## src/rtl/alu_pkg.sv

```systemverilog
`default_nettype none
// ============================================================================
//  Module   : alu_pkg
//  Brief    : ALU op codes, op-code width and arbiter FSM state type.
//  Revision : 1.0
// ============================================================================
package alu_pkg;

    localparam int OP_WIDTH = 4;

    typedef enum logic [OP_WIDTH-1:0] {
        OP_ADD = 4'd0,
        OP_SUB = 4'd1,
        OP_NOT = 4'd2,
        OP_AND = 4'd3,
        OP_OR  = 4'd4,
        OP_XOR = 4'd5,
        OP_SLA = 4'd6,
        OP_SLL = 4'd7,
        OP_SRA = 4'd8,
        OP_SRL = 4'd9
    } alu_op_t;

    typedef enum logic [1:0] {
        ST_IDLE = 2'd0,
        ST_EXEC = 2'd1,
        ST_RESP = 2'd2
    } state_t;

    function automatic logic op_is_legal(input logic [OP_WIDTH-1:0] op);
        return (op <= OP_SRL);
    endfunction

endpackage
`default_nettype wire

```

## src/rtl/mod_alu.sv

```systemverilog
`default_nettype none
// ============================================================================
//  Module   : mod_alu
//  Brief    : Combinational WIDTH-bit ALU; subtraction returns magnitude + sign.
//  Revision : 1.0
// ============================================================================
module mod_alu
    import alu_pkg::*;
#(
    parameter int WIDTH = 4
) (
    input  logic [WIDTH-1:0]    a,
    input  logic [WIDTH-1:0]    b,
    input  logic [OP_WIDTH-1:0] op,
    output logic [WIDTH-1:0]    result,
    output logic                cout,
    output logic                negative,
    output logic                zero
);

    alu_op_t w_op;
    assign w_op = alu_op_t'(op);

    always_comb begin
        result   = '0;
        cout     = 1'b0;
        negative = 1'b0;
        case (w_op)
            OP_ADD: {cout, result} = {1'b0, a} + {1'b0, b};
            OP_SUB: begin
                if (a >= b) begin
                    result = a - b;
                end else begin
                    result   = b - a;
                    negative = 1'b1;
                end
            end
            OP_NOT: result = ~a;
            OP_AND: result = a & b;
            OP_OR:  result = a | b;
            OP_XOR: result = a ^ b;
            // Arithmetic left shift keeps the sign bit; cout is the magnitude bit lost.
            OP_SLA: begin
                result = {a[WIDTH-1], a[WIDTH-2:0] << 1};
                cout   = a[WIDTH-2];
            end
            OP_SLL: {cout, result} = {a, 1'b0};
            OP_SRA: begin
                result = {a[WIDTH-1], a[WIDTH-1:1]};
                cout   = a[0];
            end
            OP_SRL: begin
                result = {1'b0, a[WIDTH-1:1]};
                cout   = a[0];
            end
            default: ;
        endcase
        zero = (result == '0);
    end

endmodule
`default_nettype wire

```

## src/rtl/alu_arbiter.sv

```systemverilog
`default_nettype none
// ============================================================================
//  Module   : alu_arbiter
//  Brief    : Two requesters share one ALU via an IDLE/EXEC/RESP handshake FSM.
//             ALU_ARB_RR_EN selects round-robin grant (default: req0 priority).
//  Revision : 1.0
// ============================================================================
module alu_arbiter
    import alu_pkg::*;
#(
    parameter int WIDTH = 4
) (
    input  logic                clk,
    input  logic                rst,
    input  logic                req0_valid,
    output logic                req0_ready,
    input  logic [WIDTH-1:0]    req0_a,
    input  logic [WIDTH-1:0]    req0_b,
    input  logic [OP_WIDTH-1:0] req0_op,
    input  logic                req1_valid,
    output logic                req1_ready,
    input  logic [WIDTH-1:0]    req1_a,
    input  logic [WIDTH-1:0]    req1_b,
    input  logic [OP_WIDTH-1:0] req1_op,
    output logic                resp_valid,
    input  logic                resp_ready,
    output logic                resp_id,
    output logic [WIDTH-1:0]    resp_result,
    output logic                resp_cout,
    output logic                resp_negative,
    output logic                resp_zero,
    output logic                resp_err,
    output logic                busy
);

    state_t                r_state;
    state_t                w_next;
    logic [WIDTH-1:0]      r_a;
    logic [WIDTH-1:0]      r_b;
    logic [OP_WIDTH-1:0]   r_op;
    logic                  r_id;
    logic                  w_idle;
    logic                  w_grant1;
    logic                  w_accept;
    logic [WIDTH-1:0]      w_alu_result;
    logic                  w_alu_cout;
    logic                  w_alu_negative;
    logic                  w_alu_zero;
    logic                  w_legal;

`ifdef ALU_ARB_RR_EN
    // r_ptr names the requester preferred on a tie; it flips away from each winner.
    logic r_ptr;
    assign w_grant1 = req1_valid & (~req0_valid | r_ptr);

    always_ff @(posedge clk) begin
        if (rst) begin
            r_ptr <= 1'b0;
        end else if (w_accept) begin
            r_ptr <= ~w_grant1;
        end
    end
`else
    assign w_grant1 = req1_valid & ~req0_valid;
`endif

    assign w_idle     = (r_state == ST_IDLE) & ~rst;
    assign req0_ready = w_idle & req0_valid & ~w_grant1;
    assign req1_ready = w_idle & w_grant1;
    assign w_accept   = req0_ready | req1_ready;
    assign resp_valid = (r_state == ST_RESP) & ~rst;
    assign busy       = (r_state != ST_IDLE) & ~rst;

    always_comb begin
        w_next = r_state;
        case (r_state)
            ST_IDLE: if (w_accept)   w_next = ST_EXEC;
            ST_EXEC:                 w_next = ST_RESP;
            ST_RESP: if (resp_ready) w_next = ST_IDLE;
            default:                 w_next = ST_IDLE;
        endcase
    end

    mod_alu #(
        .WIDTH(WIDTH)
    ) u_alu (
        .a        (r_a),
        .b        (r_b),
        .op       (r_op),
        .result   (w_alu_result),
        .cout     (w_alu_cout),
        .negative (w_alu_negative),
        .zero     (w_alu_zero)
    );

    assign w_legal = op_is_legal(r_op);

    always_ff @(posedge clk) begin
        if (rst) begin
            r_state       <= ST_IDLE;
            r_a           <= '0;
            r_b           <= '0;
            r_op          <= '0;
            r_id          <= 1'b0;
            resp_id       <= 1'b0;
            resp_result   <= '0;
            resp_cout     <= 1'b0;
            resp_negative <= 1'b0;
            resp_zero     <= 1'b0;
            resp_err      <= 1'b0;
        end else begin
            r_state <= w_next;
            if (w_accept) begin
                r_a  <= w_grant1 ? req1_a  : req0_a;
                r_b  <= w_grant1 ? req1_b  : req0_b;
                r_op <= w_grant1 ? req1_op : req0_op;
                r_id <= w_grant1;
            end
            // Illegal op codes bypass the ALU and report a cleared result.
            if (r_state == ST_EXEC) begin
                resp_id       <= r_id;
                resp_result   <= w_legal ? w_alu_result : '0;
                resp_cout     <= w_legal & w_alu_cout;
                resp_negative <= w_legal & w_alu_negative;
                resp_zero     <= w_legal & w_alu_zero;
                resp_err      <= ~w_legal;
            end
        end
    end

endmodule
`default_nettype wire

```

## config.mk

```make
export PLATFORM = sky130hd
export DESIGN_NAME = alu_arbiter
export DESIGN_NICKNAME = d
export VERILOG_FILES = /design/src/rtl/alu_pkg.sv /design/src/rtl/mod_alu.sv /design/src/rtl/alu_arbiter.sv
export SDC_FILE = /design/constraint.sdc
export NUM_CORES = 1
export LEC_CHECK = 0
export CELL_PAD_IN_SITES_DETAIL_PLACEMENT = 1
export CELL_PAD_IN_SITES_GLOBAL_PLACEMENT = 1
export CORE_MARGIN = 2
export CORE_UTILIZATION = 40
export CTS_BUF_LIST = sky130_fd_sc_hd__clkbuf_16
export CTS_CLUSTER_DIAMETER = 100
export CTS_CLUSTER_SIZE = 12
export DETAILED_ROUTE_END_ITERATION = 8
export PLACE_DENSITY = 0.86
export SLEW_MARGIN = 20
export SYNTH_ARGS = -nofsm -noshare
export SYNTH_HDL_FRONTEND = slang
export SYNTH_SLANG_ARGS = --single-unit
export TNS_END_PERCENT = 5
```

## constraint.sdc

```tcl
create_clock -name clk -period 4.8 [get_ports clk]
set_input_delay 0.96 -clock clk [delete_from_list [all_inputs] [get_ports clk]]
set_output_delay 0.96 -clock clk [all_outputs]
set_load 0.01 [all_outputs]
```

# Yosys cells after proc, flatten, opt, wreduce, memory -nomap -nowiden

Index checks and enable logic that the tools add are counted.

Bits in registers: 24
Bits in latches: 0
RAM bits: 0
Bits in read-only memories: 0
Input bits: 29
Output and inout port bits: 13
Word-level logic and storage cells: 66
Memories: 0

Add/subtract/negate cells: 3
Multipliers: 0
Div/mod/pow operators: 0
Order comparisons: 2
Equality and inequality tests: 13
Shifts and indexed selects: 0
Muxes and demuxes: 12
Bitwise gates (word level): 19
Reduce and logical (&&, ||, !) cells: 6

Operator list:

| kind               | count |
|---|---|
| $pmux 4 s10        | 1 |
| $mux 4             | 5 |
| $eq 4x3->1 const B | 4 |
| $and 1x1->1        | 10 |
| $eq 4x2->1 const B | 2 |
| $eq 4x4->1 const B | 2 |
| $logic_not 4->1    | 2 |
| $sub 4x4->4        | 2 |
| $pmux 2 s3         | 1 |
| $add 4x4->5        | 1 |
| $and 4x4->4        | 1 |
| $eq 4x1->1 const B | 1 |
| $ge 4x4->1         | 1 |
| $le 4x4->1 const B | 1 |
| $mux 2             | 2 |
| $ne 2x2->1 const B | 2 |
| $not 1->1          | 4 |
| $not 4->4          | 1 |
| $or 4x4->4         | 1 |
| $pmux 1 s4         | 1 |
| $xor 4x4->4        | 1 |
| $eq 2x1->1 const B | 1 |
| $eq 2x2->1 const B | 1 |
| $logic_not 2->1    | 1 |
| 5 further kinds    | 6 |

# Depth between registers and ports, before layout

Word-level depth: 7
Gate-level depth with buffers: 10
Gate-level depth less buffers: 10

# By module

Synthesis repeated with hierarchy kept, for this count alone.

Cell total of the unflattened synthesis: 222
Area total of the unflattened synthesis: 2074.5 um^2

By module, submodules not included:

| module      | times used | cells an instance | area an instance (um^2) | sequential area each (um^2) |
|---|---|---|---|---|
| alu_arbiter | 1          | 96                | 1103.6                  | 480.5 |
| mod_alu     | 1          | 126               | 970.9                   | 0.0 |

# Least setup slack after synthesis

Ideal clock, no wire load.

Kind: input port to output port
Start point: input port rst
End point: output port busy
Arrival: 1.579 ns
Data required time: 3.840 ns
Path slack: 2.261 ns
Stages on the path: 3
Path buffers: 2
Cells stage by stage: clkbuf_1 -> clkbuf_1 -> nor2_1

Cells in the longest elaborated chain, start to end: 2

Ends and longest elaborated chain:

| item            | RTL line          | source |
|---|---|---|
| start, declared | alu_arbiter.sv:14 | `input logic rst,` |
| $not 1->1       | alu_arbiter.sv:72 | `assign busy = (r_state != ST_IDLE) & ~rst;` |
| $and 1x1->1     | alu_arbiter.sv:72 |  |
| end, declared   | alu_arbiter.sv:33 | `output logic busy` |

No other way between the ends.

# Worst setup path in the final report

Start point: input port req1_valid
End point: output port req1_ready

Cells in the longest elaborated chain, start to end: 2

Ends and longest elaborated chain:

| item            | RTL line          | source |
|---|---|---|
| start, declared | alu_arbiter.sv:20 | `input logic req1_valid,` |
| $and 1x1->1     | alu_arbiter.sv:64 | `assign w_grant1 = req1_valid & ~req0_valid;` |
| $and 1x1->1     | alu_arbiter.sv:69 | `assign req1_ready = w_idle & w_grant1;` |
| end, declared   | alu_arbiter.sv:21 | `output logic req1_ready,` |

No other way between the ends.

==> impl_metrics.env <==
export IMPL_power_density_nw_per_um2=306
export IMPL_rsz0062_at_grt="false"
export IMPL_slew_violations=0
export IMPL_area_delta_synth_final_pct=26.1
export IMPL_drc_errors=0
export IMPL_combPwrFrac_pct=34.3
export IMPL_drt_iter0_drc=77
export IMPL_finalSetupViolCount=0
export IMPL_cts_root_buf="clkbuf_16"
export IMPL_tightest_slew_ns=0.825
export IMPL_routedWlPerCell_um=15.8
export IMPL_cts_repair_resized=0
export IMPL_diodes=0
export IMPL_p_leak_nw=0.931
export IMPL_cts_path_max_buffers=2
export IMPL_synth_edf_count=0
export IMPL_relSlewSlack_pct=45.0
export IMPL_clock_sinks=24
export IMPL_drive_above_1_share_pct=5.60
export IMPL_setup_tns_ns=0
export IMPL_grt_max_degree=28
export IMPL_intPower_mw=0.508
export IMPL_endpoint_kind="output pin"
export IMPL_antenna_left=0
export IMPL_fin_crit_ns=3.48
export IMPL_synth_avg_cell_area_um2=8.07
export IMPL_synth_area_um2=1940
export IMPL_die_area_um2=5410
export IMPL_crit_required_ns=3.84
export IMPL_mostFrequentLayoutCells="clkdlybuf4s50_1, nor2_1, dfxtp_1"
export IMPL_cts_tree="done"
export IMPL_rows=25
export IMPL_final_common_cell="clkdlybuf4s50_1"
export IMPL_finClkSkew_ns=0.00606
export IMPL_peakVddDrop_uv=202
export IMPL_p_clk_share_pct=31.9
export IMPL_cp_endpoint="req1_ready"
export IMPL_hold_viol_final=0
export IMPL_reg2reg_slack_ns=2.13
export IMPL_synth_ff_type="dfxtp_1"
export IMPL_crit_type="input pin to output pin"
export IMPL_synthTopCellsByArea="dfxtp_1, ha_1, mux2i_1"
export IMPL_grt_pass1_vias=1856
export IMPL_antenna_found_initial=0
export IMPL_cts_setup_buffers=0
export IMPL_start_kind="input pin"
export IMPL_yosys_register_bits=24
export IMPL_place_area_um2=2340
export IMPL_wirelength_um=5090
export IMPL_drtPass1Iterations=4
export IMPL_yosys_warnings=0
export IMPL_switching_share_pct=32.1
export IMPL_synth_top_cell_area_share_pct=24.8
export IMPL_synthCells=240
export IMPL_min_path_type="flip-flop to flip-flop"
export IMPL_cp_arrival_ns=2.52
export IMPL_reg2reg_depth=8
export IMPL_hold_depth=2
export IMPL_synthDistinctLibCells=56
export IMPL_ioPinCount=42
export IMPL_port_buffers=41
export IMPL_vias=1792
export IMPL_viasPerCell=5.57
export IMPL_htreeDepth=1
export IMPL_final_area_um2=2440
export IMPL_synth_top_cell_by_area="dfxtp_1"
export IMPL_cts_hold_buf=0
export IMPL_finalCritPeriodShare_pct=72.6
export IMPL_fin_nets=318
export IMPL_run_status="finished, final reports clean"
export IMPL_numCtsBuffers=3
export IMPL_coreArea_um2=4690
export IMPL_maxCapViolations=0
export IMPL_utilization_pct=52.1
export IMPL_grt_pass1_wl_um=8710
export IMPL_syn_nets=289
export IMPL_die_h_um=73.6
export IMPL_p_sw_mw=0.240
export IMPL_grt_overflow_total=0
export IMPL_place_congestion=0.824
export IMPL_async_reset_ff_share_pct=0
export IMPL_start_util_pct=41.3
export IMPL_dp_hpwl_um=3930
export IMPL_max_freq_mhz=287
export IMPL_ys_seq_area_share_pct=24.8
export IMPL_path_clk_slew_ns=0.06
export IMPL_cp_max_fo=13
export IMPL_regToRegStartpoint="r_a[1]"
export IMPL_die_w_um=73.6
export IMPL_grt_usage_pct=21.0
export IMPL_rr_endpoint="resp_zero"
export IMPL_power_frac_seq_pct=33.8
export IMPL_clock_latency_ns=0.26
export IMPL_crit_start="req1_valid"
-- layout make-up --
type	count	area, um^2
clock buffers	3	75.1
clock inverters	1	30.0
fillers	556	2250
inverters	18	67.6
multi-input cells	179	1300
flip-flops and latches	24	480
well taps	54	67.6
repair buffers	43	425
-- critical path: stages --
cell	delay, ns
clkdlybuf4s50_1	0.44
nor2b_1	0.14
buf_4	0.25
nand2_1	0.13
inv_1	0.07
clkdlybuf4s50_1	0.53
-- metrics by stage --
stage                     power, mW  instances  worst slack [ns]  hold slack, ns
after floorplan               0.427        240              2.26           0.432
after global placement        0.505        318              1.36           0.444
after detailed placement      0.513        318              1.30           0.457
final                         0.749        322              1.32           0.460
after CTS                     0.755        322              1.30           0.465
after global routing          0.798        322              1.23           0.482
-- kinds of logic after synthesis --
family	synth area share, %
adder cells (fa/ha/maj)	14.1
flip-flops	24.8
AO/OA/AOI/OAI	21.4
XOR/XNOR	0.905
AND/OR/NAND/NOR	21.7
buffers and inverters	8.27
multiplexers	8.85
-- sequential cells by signal (all words and copies together) (netlist names) --
signal         flops
r_op               4
resp_id            1
resp_negative      1
r_b                4
resp_zero          1
r_state            2
r_id               1
resp_err           1
r_a                4
resp_result        4
resp_cout          1
-- metal layers --
metal	global-route usage, %	share of wire (%)
met2	36.8	50
met4	7.88	2.0
met1	25.8	45
met5	0	0
met3	2.88	3.2
-- synth_stat cells, types with 2 or more instances --
library cell	count
a211oi_1	12
ha_1	17
o21a_1	2
nor2_1	31
a21oi_1	15
xor2_1	2
inv_1	18
a211o_1	2
o21ai_0	7
buf_2	8
or3_1	2
nor3_1	6
dfxtp_1	24
nand3b_1	5
or2_2	2
nand2b_1	6
nor3b_1	2
mux2i_1	16
nor2b_1	3
clkbuf_1	8
a31oi_1	2
a22oi_1	2
o311ai_0	2
fa_1	3
nand2_1	10
o211ai_1	2
o31ai_1	2
-- power groups by stage --
stage	registers (mW)	clock network (mW)	logic [mW]
3_3_place_gp	0.256	0	0.248
6_report	0.253	0.239	0.257
3_5_place_dp	0.257	0	0.256
5_1_grt	0.259	0.251	0.288
2_1_floorplan	0.240	0	0.188
4_1_cts	0.253	0.242	0.260
-- how the worst min path moves through the flow --
stage	from	endpoint	slack, ns
floorplan	r_id	resp_id	0.43
global placement	resp_result[0]	resp_result[0]	0.44
detailed placement	r_id	resp_id	0.46
CTS	resp_result[3]	resp_result[3]	0.46
global route	resp_result[3]	resp_result[3]	0.48
finish	resp_result[3]	resp_result[3]	0.46
(Power assumes the default switching activity.)
